## src/rtl/counter_sched.sv

```systemverilog
// -----------------------------------------------------------------------------
// counter_sched
//
// Round-robin scheduler that lets two requesters (A and B) share one external
// load/increment counter. One request is granted at a time, turned into exactly
// one single-cycle counter command, and the counter's post-update value is
// returned to the owning requester together with a one-cycle acknowledge.
//
// Ports:
//   clk, rst            clock and synchronous active-high reset (shared with
//                       the counter)
//   req_a/op_a/data_a   requester A: level request, op (0 = inc, 1 = load),
//                       load value
//   ack_a, result_a     one-cycle completion pulse and post-op counter value
//   req_b ... result_b  same for requester B
//   cnt_ld, cnt_inc     counter load / increment strobes (one-hot or idle)
//   cnt_data            counter load data
//   cnt_q               counter current value
//   busy                high whenever the scheduler is not IDLE
//   state_o             current FSM state, for observation
//
// Handshake: a requester raises req with op/data stable and keeps them stable
// until it sees its ack. Requests are only sampled in IDLE; the grant edge
// commits the operation, so dropping req or changing op/data afterwards has no
// effect and the ack is still delivered. A req still high in the cycle after
// the ack cycle is taken as a new request.
// -----------------------------------------------------------------------------
module counter_sched #(
  parameter int WIDTH = 3
) (
  input  logic             clk,
  input  logic             rst,
  input  logic             req_a,
  input  logic             op_a,
  input  logic [WIDTH-1:0] data_a,
  output logic             ack_a,
  output logic [WIDTH-1:0] result_a,
  input  logic             req_b,
  input  logic             op_b,
  input  logic [WIDTH-1:0] data_b,
  output logic             ack_b,
  output logic [WIDTH-1:0] result_b,
  output logic             cnt_ld,
  output logic             cnt_inc,
  output logic [WIDTH-1:0] cnt_data,
  input  logic [WIDTH-1:0] cnt_q,
  output logic             busy,
  output logic [1:0]       state_o
);

  typedef enum logic [1:0] {
    IDLE    = 2'd0,
    ISSUE   = 2'd1,
    CAPTURE = 2'd2,
    ACK     = 2'd3
  } state_e;

  // Owner / pointer encoding: 0 = requester A, 1 = requester B.
  state_e           state_q, state_d;
  logic             ptr_q, ptr_d;
  logic             owner_q, owner_d;
  logic             cnt_ld_q, cnt_ld_d;
  logic             cnt_inc_q, cnt_inc_d;
  logic [WIDTH-1:0] cnt_data_q, cnt_data_d;
  logic             ack_a_q, ack_a_d;
  logic             ack_b_q, ack_b_d;
  logic [WIDTH-1:0] result_a_q, result_a_d;
  logic [WIDTH-1:0] result_b_q, result_b_d;
  logic             busy_q, busy_d;

  // Grant decode. With a single request the requester wins regardless of the
  // pointer; with both requests the pointer decides.
  logic gnt_a;
  logic gnt_b;
  logic contend;

  assign contend = req_a & req_b;
  assign gnt_a   = req_a & (~req_b | ~ptr_q);
  assign gnt_b   = req_b & (~req_a |  ptr_q);

  // ---------------------------------------------------------------------------
  // Next-state / output logic
  // ---------------------------------------------------------------------------
  always_comb begin
    state_d    = state_q;
    ptr_d      = ptr_q;
    owner_d    = owner_q;
    cnt_ld_d   = cnt_ld_q;
    cnt_inc_d  = cnt_inc_q;
    cnt_data_d = cnt_data_q;
    ack_a_d    = 1'b0;
    ack_b_d    = 1'b0;
    result_a_d = result_a_q;
    result_b_d = result_b_q;

    unique case (state_q)
      IDLE: begin
        if (gnt_a) begin
          owner_d    = 1'b0;
          cnt_ld_d   = op_a;
          cnt_inc_d  = ~op_a;
          cnt_data_d = data_a;
          state_d    = ISSUE;
          if (contend) ptr_d = 1'b1;
        end else if (gnt_b) begin
          owner_d    = 1'b1;
          cnt_ld_d   = op_b;
          cnt_inc_d  = ~op_b;
          cnt_data_d = data_b;
          state_d    = ISSUE;
          if (contend) ptr_d = 1'b0;
        end
      end

      ISSUE: begin
        // The counter consumes the strobe on this edge.
        cnt_ld_d  = 1'b0;
        cnt_inc_d = 1'b0;
        state_d   = CAPTURE;
      end

      CAPTURE: begin
        // cnt_q now reflects the completed operation.
        if (owner_q) begin
          result_b_d = cnt_q;
          ack_b_d    = 1'b1;
        end else begin
          result_a_d = cnt_q;
          ack_a_d    = 1'b1;
        end
        state_d = ACK;
      end

      ACK: begin
        state_d = IDLE;
      end

      default: begin
        state_d = IDLE;
      end
    endcase

    // Registered busy tracks the state that will be entered on this edge.
    busy_d = (state_d != IDLE);
  end

  // ---------------------------------------------------------------------------
  // State and output registers
  // ---------------------------------------------------------------------------
  always_ff @(posedge clk) begin
    if (rst) begin
      state_q    <= IDLE;
      ptr_q      <= 1'b0;
      owner_q    <= 1'b0;
      cnt_ld_q   <= 1'b0;
      cnt_inc_q  <= 1'b0;
      cnt_data_q <= '0;
      ack_a_q    <= 1'b0;
      ack_b_q    <= 1'b0;
      result_a_q <= '0;
      result_b_q <= '0;
      busy_q     <= 1'b0;
    end else begin
      state_q    <= state_d;
      ptr_q      <= ptr_d;
      owner_q    <= owner_d;
      cnt_ld_q   <= cnt_ld_d;
      cnt_inc_q  <= cnt_inc_d;
      cnt_data_q <= cnt_data_d;
      ack_a_q    <= ack_a_d;
      ack_b_q    <= ack_b_d;
      result_a_q <= result_a_d;
      result_b_q <= result_b_d;
      busy_q     <= busy_d;
    end
  end

  assign ack_a    = ack_a_q;
  assign ack_b    = ack_b_q;
  assign result_a = result_a_q;
  assign result_b = result_b_q;
  assign cnt_ld   = cnt_ld_q;
  assign cnt_inc  = cnt_inc_q;
  assign cnt_data = cnt_data_q;
  assign busy     = busy_q;
  assign state_o  = state_q;

  // ---------------------------------------------------------------------------
  // Invariants
  // ---------------------------------------------------------------------------
  a_strobe_onehot: assert property (@(posedge clk) disable iff (rst)
    !(cnt_ld_q && cnt_inc_q));

  a_strobe_in_issue: assert property (@(posedge clk) disable iff (rst)
    (cnt_ld_q || cnt_inc_q) |-> (state_q == ISSUE));

  a_ack_exclusive: assert property (@(posedge clk) disable iff (rst)
    !(ack_a_q && ack_b_q));

  a_ack_in_ack_state: assert property (@(posedge clk) disable iff (rst)
    (ack_a_q || ack_b_q) |-> (state_q == ACK));

endmodule
```

## config.mk

```make
export PLATFORM = sky130hd
export DESIGN_NAME = counter_sched
export DESIGN_NICKNAME = d
export VERILOG_FILES = /design/src/rtl/counter_sched.sv
export SDC_FILE = /design/constraint.sdc
export NUM_CORES = 1
export LEC_CHECK = 0
export ABC_AREA = 1
export CAP_MARGIN = 20
export CORE_MARGIN = 10
export CORE_UTILIZATION = 45
export CTS_BUF_LIST = sky130_fd_sc_hd__clkbuf_16
export DETAILED_ROUTE_END_ITERATION = 7
export GPL_TIMING_DRIVEN = 0
export PLACE_DENSITY = 0.82
export SLEW_MARGIN = 0
export SYNTH_ARGS = -nofsm -noshare
export SYNTH_HDL_FRONTEND = slang
export SYNTH_SLANG_ARGS = --single-unit
```

## constraint.sdc

```tcl
create_clock -name clk -period 1.9 [get_ports clk]
set_input_delay 0.285 -clock clk [delete_from_list [all_inputs] [get_ports clk]]
set_output_delay 0.285 -clock clk [all_outputs]
set_load 0.02 [all_outputs]
```

==> results of run 1 <==
routing by layer:
layer / up-vias / global-route usage (%) / wire, um
met4: 0 / 2.87 / 14
met3: 2 / 6.10 / 177
met5: - / 0 / 0
met1: 329 / 10.9 / 718
li1: 400 / - / -
met2: 18 / 18.7 / 978
layout make-up:
class                   count  area share [%]
flip-flops and latches     18            30.5
multi-input cells          70            30.1
repair buffers             28            23.8
clock buffers               3            6.36
inverters                  15            4.77
well taps                  25            2.65
plain buffers               3            1.80
power by group through the flow:
stage,Combinational [W],Sequential [W],Clock (W)
CTS,0.000717,0.000535,0.000414
detailed placement,0.000708,0.000541,0
finish,0.000710,0.000533,0.000406
global placement,0.000696,0.000535,0
global route,0.000790,0.000546,0.000438
floorplan,0.000329,0.000645,0
synthesized netlist by cell type:
cell      instances
nor2_1           18
dfxtp_1          18
nand2_4           1
inv_2             3
nand3_1          14
a21oi_2           1
o21ai_1           8
inv_1            11
a21oi_1           4
buf_6             1
ha_1              3
clkinv_1          1
a31oi_1           1
buf_2             2
or2_1             3
nand2_2           4
o21ai_0           1
nand2_1          12
cells by family (layout without fill, tap and decap cells):
| kind of cell | after synthesis | in the layout |
|---|---|---|
| adder cells (fa/ha/maj) | 3 | 3 |
| AND/OR/NAND/NOR | 52 | 52 |
| AO/OA/AOI/OAI | 15 | 15 |
| flip-flops | 18 | 18 |
| buffers and inverters | 18 | 49 |
per-stage QoR:
stage	std cells	instance area, um2	hold slack (ns)
finish	162	1180	0.322
detailed placement	159	1100	0.454
floorplan	106	793	0.420
CTS	162	1180	0.319
global route	162	1180	0.335
global placement	159	1100	0.445
state kept, by name (all words and copies together) (netlist names):
register,flops
owner_q,1
cnt_inc,1
state_o,2
ack_b,1
result_b,3
ptr_q,1
ack_a,1
cnt_ld,1
result_a,3
busy,1
cnt_data,3
worst max path at each step:
stage                    start     endpoint  slack [ns]  depth (start not counted)
finish              state_o[0]   state_o[0]        0.39                          1
global route        state_o[0]   state_o[0]        0.34                          1
CTS                 state_o[0]   state_o[0]        0.38                          1
detailed placement       req_b       cnt_ld        0.46                          7
global placement         req_b      cnt_inc        0.46                          7
floorplan           state_o[0]  cnt_data[0]        0.47                          7
==> metrics.md, run 1 <==
| Metric | Value |
|---|---|
| Mapped Nets | ~120 |
| Skew final | approximately 0.0024 ns |
| Hpwl dp | around 1500 um |
| Fin crit share | about four fifths |
| Routed WL per cell | 11.7 um |
| Max Freq | around 0.66 GHz |
| Clk slew on worst S/H paths | approximately 0.050 ns |
| Initial Utilization | 46.4% |
| Post-synthesis compound-gate area fraction | 10.1% |
| Die area | ~3800 um2 |
| Core footprint | roughly 1700 um2 |
| Hold Crit Depth | 2 |
| Area leader, netlist | dfxtp_1 |
| CP bufs+invs | 1 |
| Synth Area in Adders | under 10% |
| MaxCap Viol Count | 0 |
| Kind of critical path | flop to output port |
| Flop pwr share | between 30% and 40% |
| Number of global-route vias before repair | 674 |
| Via count | 749 |
| FF+latch count, synth | 18 |
| Synth Area per Inst | between 7 and 8 um2 |
| Sequential share of the synthesized area | ~45% |
| Antenna violations before repair | 0 |
| Layout Utilization | 69.1% |
| Number of gates resized after CTS | 0 |
| Fraction of layout cells with a size suffix above 1 | between 10 and 15% |
| R2r endpoint | cnt_data[1] |
| Final worst setup slack | roughly 0.4 ns |
| Antenna diodes | 0 |
| Peak supply drop | 0.871 mV |
| Final Slew Violations | 0 |
| Hold-fix buffers at CTS | 0 |
| Critical-path cell list | clkdlybuf4s50_1 |
| # rows | 15 |
| Root Buffer | clkbuf_16 |
| Critical Path Sink Type | output port |
| Crit-path max cell delay | around 0.62 ns |
| Htree depth | 1 |
| R2R depth | 7 |
| DRC | 0 |
| Synth Cell Area | 793 um2 |
| Initial DRC Count | 14 |
| Pwr Density | between 1000 and 1500 nW/um2 |
| Setup TNS | 0 ns |
| Combinational cell fraction of total power | ~43% |
| Die W | ~62 um |
| CTS max path bufs | 2 |
| Hold WC Path Type | input port to flop |
| Gr ovfl total | 0 |
| Largest cells by area after synthesis | dfxtp_1 45%, nand3_1 8.8%, nor2_1 8.5%, nand2_1 5.7%, inv_1 5.2% |
| Nets | ~160 |
| GRT Total Usage | between 10% and 20% |
| Final setup fails | 0 |
| Cell family contributing the most delay on the critical path | buffers and inverters |
| Worst skew pair latency | between 0.2 and 0.3 ns |
| Num CTS Buffers | 3 |
| Clock share of power | approximately 25% |
| Setup slack, reg-to-reg | between 0.5 and 0.6 ns |
| Least-Margin Pin Slew | around 0.31 ns |
| Synth unique cells | 18 |
| FF/Latch Area | roughly 360 um2 |
| RSZ-0062 raised after global routing | no |
| Die H | around 62 um |
| PortBufs | 28 |
| Global-route wire length before repair | slightly above 3000 um |
| Area of the multi-input gates | 355 um2 |
| Area Growth Syn to Fin | 48.7% |
| Largest net degree at the start of global routing | 11 |
| Clk sink count | 18 |
| Synth Area in XOR/XNOR | 0% |
| Mapped Cells | roughly 110 |
| Internal | between 0.001 and 0.0015 W |
| Worst Hold End | state_o[0] |
| Fill cell count | 129 |
| CTS tree | yes |
| Commonest non-fill, non-tap cell in the layout | clkdlybuf4s50_1 |
| Placer congestion estimate | about 0.76 |
| Post-route minimum period | ~1.5 ns |
| Outcome | finished clean |
| Slowest stage cell, crit path | clkdlybuf4s50_1 |
| First-pass detailed-route iteration total | 4 |
| Synth Warn # | 0 |
| Post-CTS setup buffers | 0 |
| I/O pin count | 31 |
| Largest family of logic cells by synthesized area | simple AND/OR/NAND/NOR gates |
| Multiplexer share of the synthesized area | 0% |
| Worst slew margin | 79.1% |
| Switching share of power | a little over a third |
| Most frequent cells in the layout | 28 x clkdlybuf4s50_1, 18 x nor2_1, 18 x dfxtp_1, 14 x nand3_1, 12 x nand2_1 |
| Worst EP arrival | roughly 1.2 ns |
| Hold path startpoint | rst |
| CP Launch Type | flop |
| CP required | 1.62 ns |
| Top cell type's share of synthesized area | 45.4% |
| Crit-path max FO | 3 |
| Tot Pwr | 0.00165 W |
| Reg-to-reg startpoint | state_o[0] |
| P_sw | 0.000583 W |
| Final hold vios | 0 |
| Final ANT Viol Nets | 0 |
| Pre-CTS WS | ~0.46 ns |
| Post-Synth Simple-Gate Area | roughly 30% |
| Routed wire length | between 1500 and 2000 um |
| Via-to-Cell Ratio | around 4.6 |
| Pleak | 0.522 nW |
(Power assumes the default switching activity.)
==> run 2: changes to the inputs <==
- CORE_UTILIZATION: 45 -> 41
- PLACE_DENSITY: 0.82 -> 0.76
- clock period: 1.9 -> 1.55 ns (I/O delays scaled with it)
==> run 2 against run 1 <==
Net effect: register-to-register slack worse by 0.34 ns; highest routed layer unchanged; critical path type unchanged; clock skew shrank 0.0012 ns; combinational power grew 22%.
==> metrics.md, run 2 (synthesis gave the netlist of run 1 again) <==
| Metric | Value |
|---|---|
| Outcome | finished clean (unchanged) |
| Final ANT Viol Nets | 0 (unchanged) |
| Nets | 157 (unchanged) |
| Initial DRC Count | 20 (was 14) |
| Setup slack, reg-to-reg | 0.17 ns (was 0.51 ns) |
| Antenna diodes | 0 (unchanged) |
| Critical Path Sink Type | output port (unchanged) |
| Pleak | 0.524 nW (was 0.522 nW) |
| Post-CTS setup buffers | 0 (unchanged) |
| Worst skew pair latency | 0.25 ns (about the same) |
| Core footprint | 1780 um2 (was 1710 um2) |
| Root Buffer | clkbuf_16 (unchanged) |
| CP bufs+invs | 1 (unchanged) |
| I/O pin count | 31 (unchanged) |
| Routed WL per cell | 11.7 um (about the same) |
| CTS max path bufs | 2 (unchanged) |
| R2r endpoint | cnt_data[1] (unchanged) |
| Critical-path cell list | clkdlybuf4s50_1 (unchanged) |
| GRT Total Usage | 9.88% (was 10.8%) |
| Fin crit share | between 90% and 100% |
| Final worst setup slack | 0.100 ns (was 0.393 ns) |
| Antenna violations before repair | 0 (unchanged) |
| Die area | 4090 um2 (was 3840 um2) |
| Hold Crit Depth | 2 (unchanged) |
| Final setup fails | 0 (unchanged) |
| Worst slew margin | 80.3% (was 79.1%) |
| Worst Hold End | cnt_inc (was state_o[0]) |
| Number of gates resized after CTS | 0 (unchanged) |
| Worst EP arrival | 1.22 ns (about the same) |
| CP Launch Type | flop (unchanged) |
| Global-route wire length before repair | 3260 um (was 3030 um) |
| Gr ovfl total | 0 (unchanged) |
| DRC | 0 (unchanged) |
| Clk sink count | 18 (unchanged) |
| Fraction of layout cells with a size suffix above 1 | 10.9% (about the same) |
| Hold path startpoint | rst (unchanged) |
| Kind of critical path | flop to output port (unchanged) |
| Final hold vios | 0 (unchanged) |
| RSZ-0062 raised after global routing | no (unchanged) |
| Peak supply drop | 0.985 mV (was 0.871 mV) |
| Largest net degree at the start of global routing | 11 (unchanged) |
| Clk slew on worst S/H paths | 0.05 ns (about the same) |
| Least-Margin Pin Slew | 0.295 ns (was 0.312 ns) |
| R2R depth | 7 (unchanged) |
| Area Growth Syn to Fin | 49.2% (was 48.7%) |
| Crit-path max cell delay | 0.62 ns (about the same) |
| Htree depth | 1 (unchanged) |
| First-pass detailed-route iteration total | 4 (unchanged) |
| Reg-to-reg startpoint | state_o[0] (unchanged) |
| Skew final | 0.00119 ns (was 0.00239 ns) |
| Setup TNS | 0 ns (unchanged) |
| Slowest stage cell, crit path | clkdlybuf4s50_1 (unchanged) |
| Number of global-route vias before repair | 679 (was 674) |
| Post-route minimum period | 1.45 ns |
| Most frequent cells in the layout | 28 x clkdlybuf4s50_1, 18 x nor2_1, 18 x dfxtp_1, 14 x nand3_1, 12 x nand2_1 (unchanged) |
| Crit-path max FO | 3 (unchanged) |
| Commonest non-fill, non-tap cell in the layout | clkdlybuf4s50_1 (unchanged) |
| Routed wire length | 1900 um (was 1890 um) |
| Hpwl dp | 1480 um (was 1460 um) |
| Pwr Density | 1710 nW/um2 (was 1400 nW/um2) |
| MaxCap Viol Count | 0 (unchanged) |
| Die W | 64.0 um (was 62.0 um) |
| CP required | 1.32 ns (was 1.62 ns) |
| Max Freq | just under 0.7 GHz |
| PortBufs | 28 (unchanged) |
| Initial Utilization | 44.5% (was 46.4%) |
| Final Slew Violations | 0 (unchanged) |
| Die H | 64.0 um (was 62.0 um) |
| Cell family contributing the most delay on the critical path | buffers and inverters (unchanged) |
| Via-to-Cell Ratio | 4.53 (was 4.62) |
| CTS tree | yes (unchanged) |
| Hold WC Path Type | input port to flop (unchanged) |
| Placer congestion estimate | 0.814 (was 0.760) |
| Num CTS Buffers | 3 (unchanged) |
| Hold-fix buffers at CTS | 0 (unchanged) |
| # rows | 15 (unchanged) |
| Pre-CTS WS | 0.155 ns (was 0.461 ns) |
| Via count | 738 (was 749) |
## run 2: changes by cell type in the layout (fill, tap and decap cells not counted), sizes merged
cell    change
clkinv      +1
## run 2: final cells by class
class | instances | area (um2)
flip-flops and latches | 18 | 360
clock buffers | 3 | 75.1
clock inverters | 1 | 3.75
fillers | 140 | 599
inverters | 15 | 56.3
multi-input cells | 70 | 355
plain buffers | 3 | 21.3
well taps | 25 | 31.3
repair buffers | 28 | 280
## run 2: how the worst max path moves through the flow
stage,cells after the start,to,startpoint
final,1,state_o[1],state_o[1]
after global routing,1,state_o[1],state_o[1]
after CTS,1,state_o[0],state_o[0]
after global placement,7,cnt_inc,req_b
after detailed placement,7,cnt_inc,req_b
after floorplan,7,cnt_data[0],state_o[0]
## run 2: metrics by stage
| stage | cells | cell area (um2) | total power [W] | utilization, % | hold slack (ns) |
|---|---|---|---|---|---|
| after floorplan | 106 | 793 | 0.00119 | - | 0.367 |
| after global placement | 159 | 1100 | 0.00151 | 62.0 | 0.447 |
| after detailed placement | 159 | 1100 | 0.00153 | 62.0 | 0.454 |
| after CTS | 163 | 1180 | 0.00205 | 66.4 | 0.252 |
| after global routing | 163 | 1180 | 0.00217 | 66.4 | 0.270 |
| final | 163 | 1180 | 0.00203 | 66.4 | 0.247 |
## run 2: per-layer routing
layer  wire, um  GRT usage [%]
met1        818           11.6
met5          0              0
met2        900           14.3
met3        137           3.66
met4         46           7.38
## run 2: power breakdown
part,switching [W],internal (W)
sequential,0.0000590,0.000587
clock,0.000172,0.000343
combinational,0.000485,0.000381
==> run 3: changes to the inputs <==
- GPL_TIMING_DRIVEN: 0 -> not set
==> run 3 against run 2 <==
Net effect: fmax fell by 0.29%; power rose by 0.34%; critical path depth did not move; cell count rose by 0.61%; worst hold slack improved by 0.21 ns; critical path type unchanged.
==> metrics.md, run 3 (synthesis gave the netlist of run 1 again) <==
| Metric | Value |
|---|---|
| Outcome | finished clean (unchanged) |
| Clk sink count | 18 (unchanged) |
| Hpwl dp | 1580 um (was 1480 um) |
| Worst EP arrival | 1.22 ns (about the same) |
| GRT Total Usage | 9.60% (was 9.88%) |
| Antenna diodes | 0 (unchanged) |
| CP bufs+invs | 1 (unchanged) |
| Pleak | 0.527 nW (was 0.524 nW) |
| First-pass detailed-route iteration total | 4 (unchanged) |
| Fin crit share | 93.8% (was 93.5%) |
| Num CTS Buffers | 3 (unchanged) |
| FF/Latch Area | 360 um2 (unchanged) |
| Area of the multi-input gates | 355 um2 (unchanged) |
| Hold_ws | 0.456 ns (was 0.247 ns) |
| RSZ-0062 raised after global routing | no (unchanged) |
| Global-route wire length before repair | 3320 um (was 3260 um) |
| Fill cell count | 153 (was 140) |
| Initial DRC Count | 18 (was 20) |
| Final Slew Violations | 0 (unchanged) |
| Final hold vios | 0 (unchanged) |
| Worst slew margin | 81.2% (was 80.3%) |
| Cell family contributing the most delay on the critical path | buffers and inverters (unchanged) |
| Post-CTS setup buffers | 0 (unchanged) |
| Antenna violations before repair | 0 (unchanged) |
| Number of gates resized after CTS | 0 (unchanged) |
| Crit-path max FO | 3 (unchanged) |
| Worst skew pair latency | 0.24 ns (was 0.25 ns) |
| Slowest stage cell, crit path | clkdlybuf4s50_1 (unchanged) |
| Root Buffer | clkbuf_16 (unchanged) |
| Commonest non-fill, non-tap cell in the layout | clkdlybuf4s50_1 (unchanged) |
| Clk slew on worst S/H paths | 0.05 ns (about the same) |
| Peak supply drop | 0.852 mV (was 0.985 mV) |
| Max Freq | 0.688 GHz (was 0.690 GHz) |
| CP required | 1.32 ns (about the same) |
| # rows | 15 (unchanged) |
| Die H | 64.0 um (unchanged) |
| Die area | 4090 um2 (unchanged) |
| Via count | 750 (was 738) |
| Kind of critical path | flop to output port (unchanged) |
| Post-route minimum period | 1.45 ns (about the same) |
| Routed wire length | 1960 um (was 1900 um) |
| Nets | 158 (was 157) |
| Core footprint | 1780 um2 (unchanged) |
| Most frequent cells in the layout | 30 x clkdlybuf4s50_1, 18 x nor2_1, 18 x dfxtp_1, 14 x nand3_1, 12 x nand2_1 (was 28 x clkdlybuf4s50_1, 18 x nor2_1, 18 x dfxtp_1, 14 x nand3_1, 12 x nand2_1) |
| Placer congestion estimate | 0.782 (was 0.814) |
| Fraction of layout cells with a size suffix above 1 | 10.1% (was 10.9%) |
| Via-to-Cell Ratio | 4.57 (was 4.53) |
| Gr ovfl total | 0 (unchanged) |
| Number of global-route vias before repair | 714 (was 679) |
| Largest net degree at the start of global routing | 12 (was 11) |
| Area Growth Syn to Fin | 50.9% (was 49.2%) |
| DRC | 0 (unchanged) |
| Pwr Density | 1700 nW/um2 (was 1710 nW/um2) |
| Final ANT Viol Nets | 0 (unchanged) |
| Die W | 64.0 um (unchanged) |
| Final setup fails | 0 (unchanged) |
| Hold-fix buffers at CTS | 0 (unchanged) |
| Layout Utilization | 67.2% (was 66.4%) |
| Htree depth | 1 (unchanged) |
| Skew final | 0.00220 ns (was 0.00119 ns) |
| CP Launch Type | flop (unchanged) |
| Routed WL per cell | 11.9 um (was 11.7 um) |
| Least-Margin Pin Slew | 0.281 ns (was 0.295 ns) |
| Critical Path Sink Type | output port (unchanged) |
| CTS max path bufs | 2 (unchanged) |
| I/O pin count | 31 (unchanged) |
| Crit-path max cell delay | 0.62 ns (about the same) |
| Hold WC Path Type | flop to flop (was input port to flop) |
| Initial Utilization | 44.5% (unchanged) |
| Critical-path cell list | clkdlybuf4s50_1 (unchanged) |
| MaxCap Viol Count | 0 (unchanged) |
| PortBufs | 30 (was 28) |
| Setup TNS | 0 ns (unchanged) |
| CTS tree | yes (unchanged) |
## run 3: worst min-delay path, stage by stage (launching register included)
cell     delay (ns)
dfxtp_1        0.31
inv_1          0.05
a21oi_1        0.05
## run 3: metrics by stage
stage | instance area, um2 | cells | setup slack (ns) | power, W
2_1_floorplan | 793 | 106 | 0.120 | 0.00119
3_3_place_gp | 1120 | 160 | 0.145 | 0.00152
3_5_place_dp | 1120 | 160 | 0.0728 | 0.00154
4_1_cts | 1200 | 164 | 0.0958 | 0.00204
5_1_grt | 1200 | 164 | 0.0444 | 0.00216
6_report | 1200 | 164 | 0.0959 | 0.00203
## run 3: where the power goes
group	total (W)	switching (W)	leakage (nW)	internal, W
logic	0.000873	0.000490	0.341	0.000383
clock network	0.000510	0.000168	0.0385	0.000342
registers	0.000650	0.0000626	0.148	0.000588
total	0.00203	0.000720	0.527	0.00131
## run 3: path summary, 6_finish.rpt
path / cells past startpoint / end / from / slack (ns)
setup / recovery: 1 / state_o[1] / state_o[1] / 0.1
hold / removal: 2 / ptr_q / ptr_q / 0.46
setup reg to reg: 7 / cnt_data[0] / state_o[0] / 0.15
hold reg to reg: 2 / ptr_q / ptr_q / 0.46
## run 3: per-layer routing
metal	share of wire (%)	GRT usage, %
met1	44	11.1
met2	48	15.9
met3	6.4	3.48
met4	1.2	3.28
met5	0	0
## run 3: layout make-up
type                       instances  share of cell area (%)
clock buffer                       3                    6.27
clock inverter                     1                   0.313
inverter                          15                    4.70
multi-input combinational         70                    29.7
sequential                        18                    30.1
tap                               25                    2.61
timing repair buffer              32                    26.3
